<file path="src/rtl/s27_bist_ctrl.sv">
// BIST driver and response compactor for the s27 benchmark block.
// Drives LFSR patterns onto G0..G3, holds the s27 reset around each run, folds
// G17 into a 16-bit MISR and flags a match against a golden signature.
module s27_bist_ctrl #(
    parameter int unsigned PAT_COUNT  = 64,
    parameter logic [3:0]  LFSR_SEED  = 4'h9,
    parameter logic [15:0] GOLDEN_SIG = 16'h0000
) (
    input  logic        clk_net,
    input  logic        reset_net,
    input  logic        start,
    output logic        G0,
    output logic        G1,
    output logic        G2,
    output logic        G3,
    output logic        dut_reset,
    input  logic        G17,
    output logic        busy,
    output logic        done,
    output logic        pass,
    output logic [15:0] signature
);

    typedef enum logic [1:0] {StIdle, StRstDut, StRun, StDone} state_e;

    // An all-zero seed would lock the LFSR, so it is replaced by 4'h1.
    localparam logic [3:0]  SeedEff  = (LFSR_SEED == 4'h0) ? 4'h1 : LFSR_SEED;
    localparam logic [15:0] LastCnt  = 16'(PAT_COUNT - 1);
    localparam logic [15:0] MisrPoly = 16'h1021;
    localparam logic [15:0] SigInit  = 16'hFFFF;

    state_e      state_q, state_d;
    logic [3:0]  pat_q, pat_d;
    logic        dut_reset_q, dut_reset_d;
    logic        busy_q, busy_d;
    logic        done_q, done_d;
    logic        pass_q, pass_d;
    logic [15:0] sig_q, sig_d;
    logic [15:0] pat_cnt_q, pat_cnt_d;
    logic        rst_cnt_q, rst_cnt_d;

    logic [15:0] misr_next;
    logic [3:0]  lfsr_next;

    // MISR and LFSR next values, used only while in RUN.
    always_comb begin
        misr_next = {sig_q[14:0], 1'b0} ^ ((sig_q[15] ^ G17) ? MisrPoly : 16'h0000);
        lfsr_next = {pat_q[2:0], pat_q[3] ^ pat_q[2]};
    end

    // Next-state and registered-output logic.
    always_comb begin
        state_d     = state_q;
        pat_d       = pat_q;
        dut_reset_d = dut_reset_q;
        busy_d      = busy_q;
        done_d      = done_q;
        pass_d      = pass_q;
        sig_d       = sig_q;
        pat_cnt_d   = pat_cnt_q;
        rst_cnt_d   = rst_cnt_q;

        case (state_q)
            StIdle, StDone: begin
                if (start) begin
                    state_d     = StRstDut;
                    done_d      = 1'b0;
                    pass_d      = 1'b0;
                    busy_d      = 1'b1;
                    dut_reset_d = 1'b1;
                    sig_d       = SigInit;
                    pat_cnt_d   = 16'h0000;
                    rst_cnt_d   = 1'b0;
                end
            end
            StRstDut: begin
                // Second edge in this state releases the s27 and loads the seed.
                if (rst_cnt_q) begin
                    state_d     = StRun;
                    dut_reset_d = 1'b0;
                    pat_d       = SeedEff;
                end else begin
                    rst_cnt_d = 1'b1;
                end
            end
            StRun: begin
                sig_d     = misr_next;
                pat_d     = lfsr_next;
                pat_cnt_d = pat_cnt_q + 16'd1;
                if (pat_cnt_q == LastCnt) begin
                    state_d     = StDone;
                    pat_d       = 4'h0;
                    dut_reset_d = 1'b1;
                    busy_d      = 1'b0;
                    done_d      = 1'b1;
                    pass_d      = (misr_next == GOLDEN_SIG);
                end
            end
            default: begin
                state_d = StIdle;
            end
        endcase
    end

    // State register with asynchronous active-low reset.
    always_ff @(posedge clk_net or negedge reset_net) begin
        if (!reset_net) begin
            state_q     <= StIdle;
            pat_q       <= 4'h0;
            dut_reset_q <= 1'b1;
            busy_q      <= 1'b0;
            done_q      <= 1'b0;
            pass_q      <= 1'b0;
            sig_q       <= SigInit;
            pat_cnt_q   <= 16'h0000;
            rst_cnt_q   <= 1'b0;
        end else begin
            state_q     <= state_d;
            pat_q       <= pat_d;
            dut_reset_q <= dut_reset_d;
            busy_q      <= busy_d;
            done_q      <= done_d;
            pass_q      <= pass_d;
            sig_q       <= sig_d;
            pat_cnt_q   <= pat_cnt_d;
            rst_cnt_q   <= rst_cnt_d;
        end
    end

    // Every output comes straight from a flop.
    always_comb begin
        G0        = pat_q[0];
        G1        = pat_q[1];
        G2        = pat_q[2];
        G3        = pat_q[3];
        dut_reset = dut_reset_q;
        busy      = busy_q;
        done      = done_q;
        pass      = pass_q;
        signature = sig_q;
    end

endmodule

</file>
<file path="config.mk">
export PLATFORM = sky130hd
export DESIGN_NAME = s27_bist_ctrl
export DESIGN_NICKNAME = d
export VERILOG_FILES = /design/src/rtl/s27_bist_ctrl.sv
export SDC_FILE = /design/constraint.sdc
export NUM_CORES = 1
export LEC_CHECK = 0
export CORE_UTILIZATION = 54
export DETAILED_ROUTE_END_ITERATION = 12
export HOLD_SLACK_MARGIN = 0.06
export PLACE_DENSITY = 0.79
export SLEW_MARGIN = 10
export SYNTH_ARGS = -nofsm -noshare
export SYNTH_HDL_FRONTEND = slang
export SYNTH_SLANG_ARGS = --single-unit
export TNS_END_PERCENT = 10
</file>
<file path="constraint.sdc">
create_clock -name clk_net -period 2.8 [get_ports clk_net]
set_input_delay 0.28 -clock clk_net [delete_from_list [all_inputs] [get_ports clk_net]]
set_output_delay 0.28 -clock clk_net [all_outputs]
set_load 0.02 [all_outputs]
</file>
# --- After elaboration in Yosys (flattened, before gate mapping) ---
# Cells that the tools add are included.
op_classes:
  addsub: 1
  eq_ne: 7
  muxes: 23
  bitwise: 3
  reduce_logical: 11
op_table:
  columns: ["operator", "n"]
  rows:
  - ["$pmux W16 S2", 2]
  - ["$mux W16", 2]
  - ["$add A16 B1 Y16 const B", 1]
  - ["$eq A16 B6 Y1 const B", 1]
  - ["$logic_not A16 Y1", 1]
  - ["$xor A16 B13 Y16", 1]
  - ["$mux W13", 1]
  - ["$mux W4", 2]
  - ["$pmux W1 S2", 4]
  - ["$pmux W4 S2", 1]
  - ["$mux W1", 6]
  - ["$mux W2", 3]
  - ["$ne A2 B2 Y1 const B", 3]
  - ["$pmux W2 S3", 1]
  - ["$reduce_and A2 Y1", 3]
  - ["$reduce_and A3 Y1", 2]
  - ["$reduce_bool A2 Y1", 3]
  - ["$eq A2 B2 Y1 const B", 2]
  - ["$pmux W1 S3", 1]
  - ["$eq A2 B1 Y1 const B", 1]
  - ["$logic_not A2 Y1", 1]
  - ["$reduce_or A2 Y1", 1]
  - ["$xor A1 B1 Y1", 2]
word_totals:
  regBits: 43
  input_bits: 4
  output_inout_bits: 24

# --- Depth between registers and ports, before layout ---
logic_depth:
  ltp_word: 6
  ltp_mapped: 8
  ltp_nobuf: 6

# --- Worst setup path after synthesis ---
# Ideal clock, no wire load.
synth_timing:
  kind: "flip-flop to flip-flop"
  start: "register state_q[0]"
  end: "register pat_cnt_q[14]"
  setup_time_ns: 0.078
  arrival_time_ns: 1.979
  required_time_ns: 2.722
  slack_ns: 0.743
  stages_incl_launch_ff: 8
  cell_sequence: "dfrtp_1 inv_1 ha_1 buf_4 mux2i_1 or3_4 or4_1 a21oi_1"
synth_via:
  elab_chain_cells: 4
synth_rtl:
  columns: ["element", "line", "rtl"]
  rows:
  - ["start: declaration", "32", "state_e state_q, state_d;"]
  - ["start signal: assignment", "108", "state_q <= StIdle;"]
  - ["start signal: assignment", "118", "state_q <= state_d;"]
  - ["$eq A2 B2 Y1 or $logic_not A2 Y1 (tied branches)", "63", "case (state_q)"]
  - ["$reduce_or A2 Y1", "63", null]
  - ["$ne A2 B2 Y1 (no line) or $reduce_bool A2 Y1 (tied branches)", null, null]
  - ["$reduce_and A2 Y1 (no line)", null, null]
  - ["end signal: assignment", "125", "pat_cnt_q <= pat_cnt_d;"]
  - ["end: declaration", "39", "logic [15:0] pat_cnt_q, pat_cnt_d;"]
# Parallel ways exist; a longest one is shown, timed or not.
# A chain may end at the register's enable or synchronous reset.

# --- Final worst setup path ---
# Same ends and word-level chain as after synthesis.

==> reports/qor.csv <==
stage,metric,value,unit
placement,dp_cells,260,
worst_setup_path,path_cells,"inv_1, ha_1, mux2i_1, or3_4, or4_1, a21oi_1",
sta,drv_slew,0,
logic_synthesis,postSynthAreaPerCell,10.7,um2
worst_setup_path,end_kind,flop,
placement,io_buffers,27,
placement,hpwl,2810,um
global_routing,grt_start_max_net_pins,44,
logic_synthesis,syn_inst,190,
sta,fmax,448,MHz
clock_tree,cts_resized,0,
clock_tree,root_buffer,clkbuf_8,
status,outcome,completed,
worst_setup_path,critPathTopFamily,simple AND/OR/NAND/NOR gates,
pwr,switchingPower,0.000768,W
global_routing,grt_pass1_vias,1499,
logic_synthesis,synth_edf_count,0,
clock_tree,cts_tree,done,
clock_tree,clkTransAtPathRegs,0.08,ns
global_routing,overflow,0,
logic_synthesis,synth.largest_area_cell,dfrtp_1,
logic_synthesis,synth-main-ff-cell,dfrtp_1,
placement,pre_cts_ws,0.487,ns
global_routing,grt_use_total,0.224,
logic_synthesis,synth.cell_area,2030,um2
finish,stdcell_count,268,
worst_setup_path,crit_slowest_cell,or4_1,
clock_tree,clk_latency,0.29,ns
sta,fin_skew,0.00492,ns
route,viasPerCell,5.85,
pwr,seqPwrFrac,0.414,
route,post_drt_wl_per_cell,15.3,um
clock_tree,clock-sinks,43,
worst_setup_path,cpPeakStageDelay,0.47,ns
finish,register_area,1100,um2
global_routing,antenna_found_initial,0,
placement,routabilityCongestion,0.853,
pwr,intPower,0.00133,W
min_path,worst_hold_path_type,input port to async pin,
pwr,p_per_area,856,nW/um2
route,antenna_left,0,
sta,finalSetupViolations,0,
floorplanning,core_area,3470,um2
finish,n_antenna_cell,0,
sta,max_slew_margin,0.395,
pwr,clockPowerShare,0.201,
route,drtPass1Iterations,4,
floorplanning,dieArea,4010,um2
logic_synthesis,synth_seq_cells,43,
floorplanning,rows,21,
floorplanning,die_w,63.4,um
clock_tree,clockBufferDepth,2,
worst_setup_path,required,3.02,ns
sta,fin_crit_sh,0.798,
logic_synthesis,synth.yosys.seq_area_share,0.540,
clock_tree,post_cts_buffers,0,
finish,fillers,266,
sta,fin_setup_tns,0,ns
worst_setup_path,path_buf_inv,1,
global_routing,grt_pass1_wl,6960,um
sta,finalHoldViolations,0,
clock_tree,cts_hold_buf,0,
floorplanning,initial_core_util,0.586,
finish,drive_gt1_frac,0.153,
logic_synthesis,yosysWarnings,0,
worst_setup_path,crit_type,flop to flop,
route,drtIter0Drc,82,
worst_setup_path,start_kind,flop,
sta,rsz0062_at_grt,false,
worst_setup_path,startpoint,state_q[0]$_DFFE_PN0P_,
sta,layout_setup_ws,0.566,ns
logic_synthesis,async_reset_ff_frac,1.00,
logic_synthesis,synth_cell_types,39,
pwr,power.leakage,0.980,nW
logic_synthesis,synth.top_cell.area_share,0.320,
finish,multiInputGateArea,886,um2
logic_synthesis,yosys-top-cells-area,"dfrtp_1 32%, dfstp_2 22%, o22a_1 6.9%",
worst_setup_path,path_max_fanout,9,
sta,tightest_slew,0.908,ns
sta,post-route-min-period,2.23,ns
clock_tree,cts_buffers,5,
pwr,peakVddDrop,0.495,mV
route,wl,4110,um
logic_synthesis,synth_nets,197,
route,drc,0,
pwr,p_sw_frac,0.365,
clock_tree,h-tree-depth,2,
finish,nets,228,
worst_setup_path,rr_startpoint,state_q[0]$_DFFE_PN0P_,
run,cap_violations,0,
floorplanning,io-pin-count,28,
pwr,pwr-share-comb,0.384,
floorplanning,dieHeight,63.4,um
finish,syn_to_final_growth,20.7,%
worst_setup_path,crit_arrival,2.46,ns
route,vias,1569,
[power groups by stage]
stage | Sequential [W] | Clock (W) | Combinational (W)
2_1_floorplan | 0.000953 | 0 | 0.000447
3_3_place_gp | 0.000873 | 0 | 0.000789
3_5_place_dp | 0.000880 | 0 | 0.000811
4_1_cts | 0.000870 | 0.000434 | 0.000814
5_1_grt | 0.000889 | 0.000462 | 0.000885
6_report | 0.000870 | 0.000423 | 0.000808
[per-stage QoR]
step / instance area (um2) / total power [W] / utilization / hold WS, ns
floorplan: 2030 / 0.00140 / - / -0.0156
global placement: 2350 / 0.00166 / 0.679 / 0.450
detailed placement: 2350 / 0.00169 / 0.679 / 0.460
CTS: 2450 / 0.00212 / 0.708 / 0.142
global route: 2450 / 0.00224 / 0.708 / 0.188
finish: 2450 / 0.00210 / 0.708 / 0.109
[cell usage in the layout, fill, tap and decap left out, drive strengths merged, types with 7 or more instances in the layout]
cell,count
clkdlybuf4s50,26
a21oi,9
nor2,20
dfrtp,26
nor4,11
xnor2,8
nand2,12
clkbuf,8
o21ai,7
o22a,16
dfstp,17
[synth_stat cells, types with 5 or more instances]
cell,instances
dfrtp_1,26
nand2_1,12
inv_1,5
xnor2_1,8
a21oi_1,9
xor2_1,5
dfstp_2,17
nor2_1,20
nor4_1,11
nand3_1,5
o21ai_0,7
o22a_1,16
[metal layers]
metal  vias up  part of all wire  wire length [um]  global-route usage
li1        761                 -                 -                   -
met1       766              0.47              1930               0.283
met2        35              0.47              1940               0.366
met3         7             0.042               171              0.0507
met4         0             0.017                69              0.0938
met5         -                 0                 0                   0
[flip-flops by register name, indices dropped and copies added (netlist names)]
name,count
pass,1
done,1
signature,16
state_q,2
dut_reset,1
pat_cnt_q,16
busy,1
rst_cnt_q,1
pat_q,4
[path summary, 6_finish.rpt]
kind	end	slack [ns]	depth (start not counted)
min in group clk_net	dut_reset$_DFFE_PN1P_	0.47	2
worst min-delay path	pat_cnt_q[7]$_DFFE_PN0P_	0.11	1
worst min register to register	dut_reset$_DFFE_PN1P_	0.47	2
max in group asynchronous	pat_cnt_q[0]$_DFFE_PN0P_	2.13	1
worst max register to register	pat_cnt_q[14]$_DFFE_PN0P_	0.57	6
worst max-delay path	pat_cnt_q[14]$_DFFE_PN0P_	0.57	6
[cell families after synthesis]
logic type,synth area share
DFF,0.540
and+or+nand+nor,0.183
xor gates and xnor gates,0.0560
muxes,0.0265
adders and majority gates,0.0185
buffers and inverters,0.0246
AOI/OAI and AO/OA,0.152
[layout make-up]
cell class / count / share of cell area
Clock buffer: 8 / 0.0408
Inverter: 5 / 0.00765
Multi-Input combinational cell: 135 / 0.361
Sequential cell: 43 / 0.447
Tap cell: 46 / 0.0234
Timing Repair Buffer: 31 / 0.120
No activity file was read; power rests on OpenSTA's default activity.
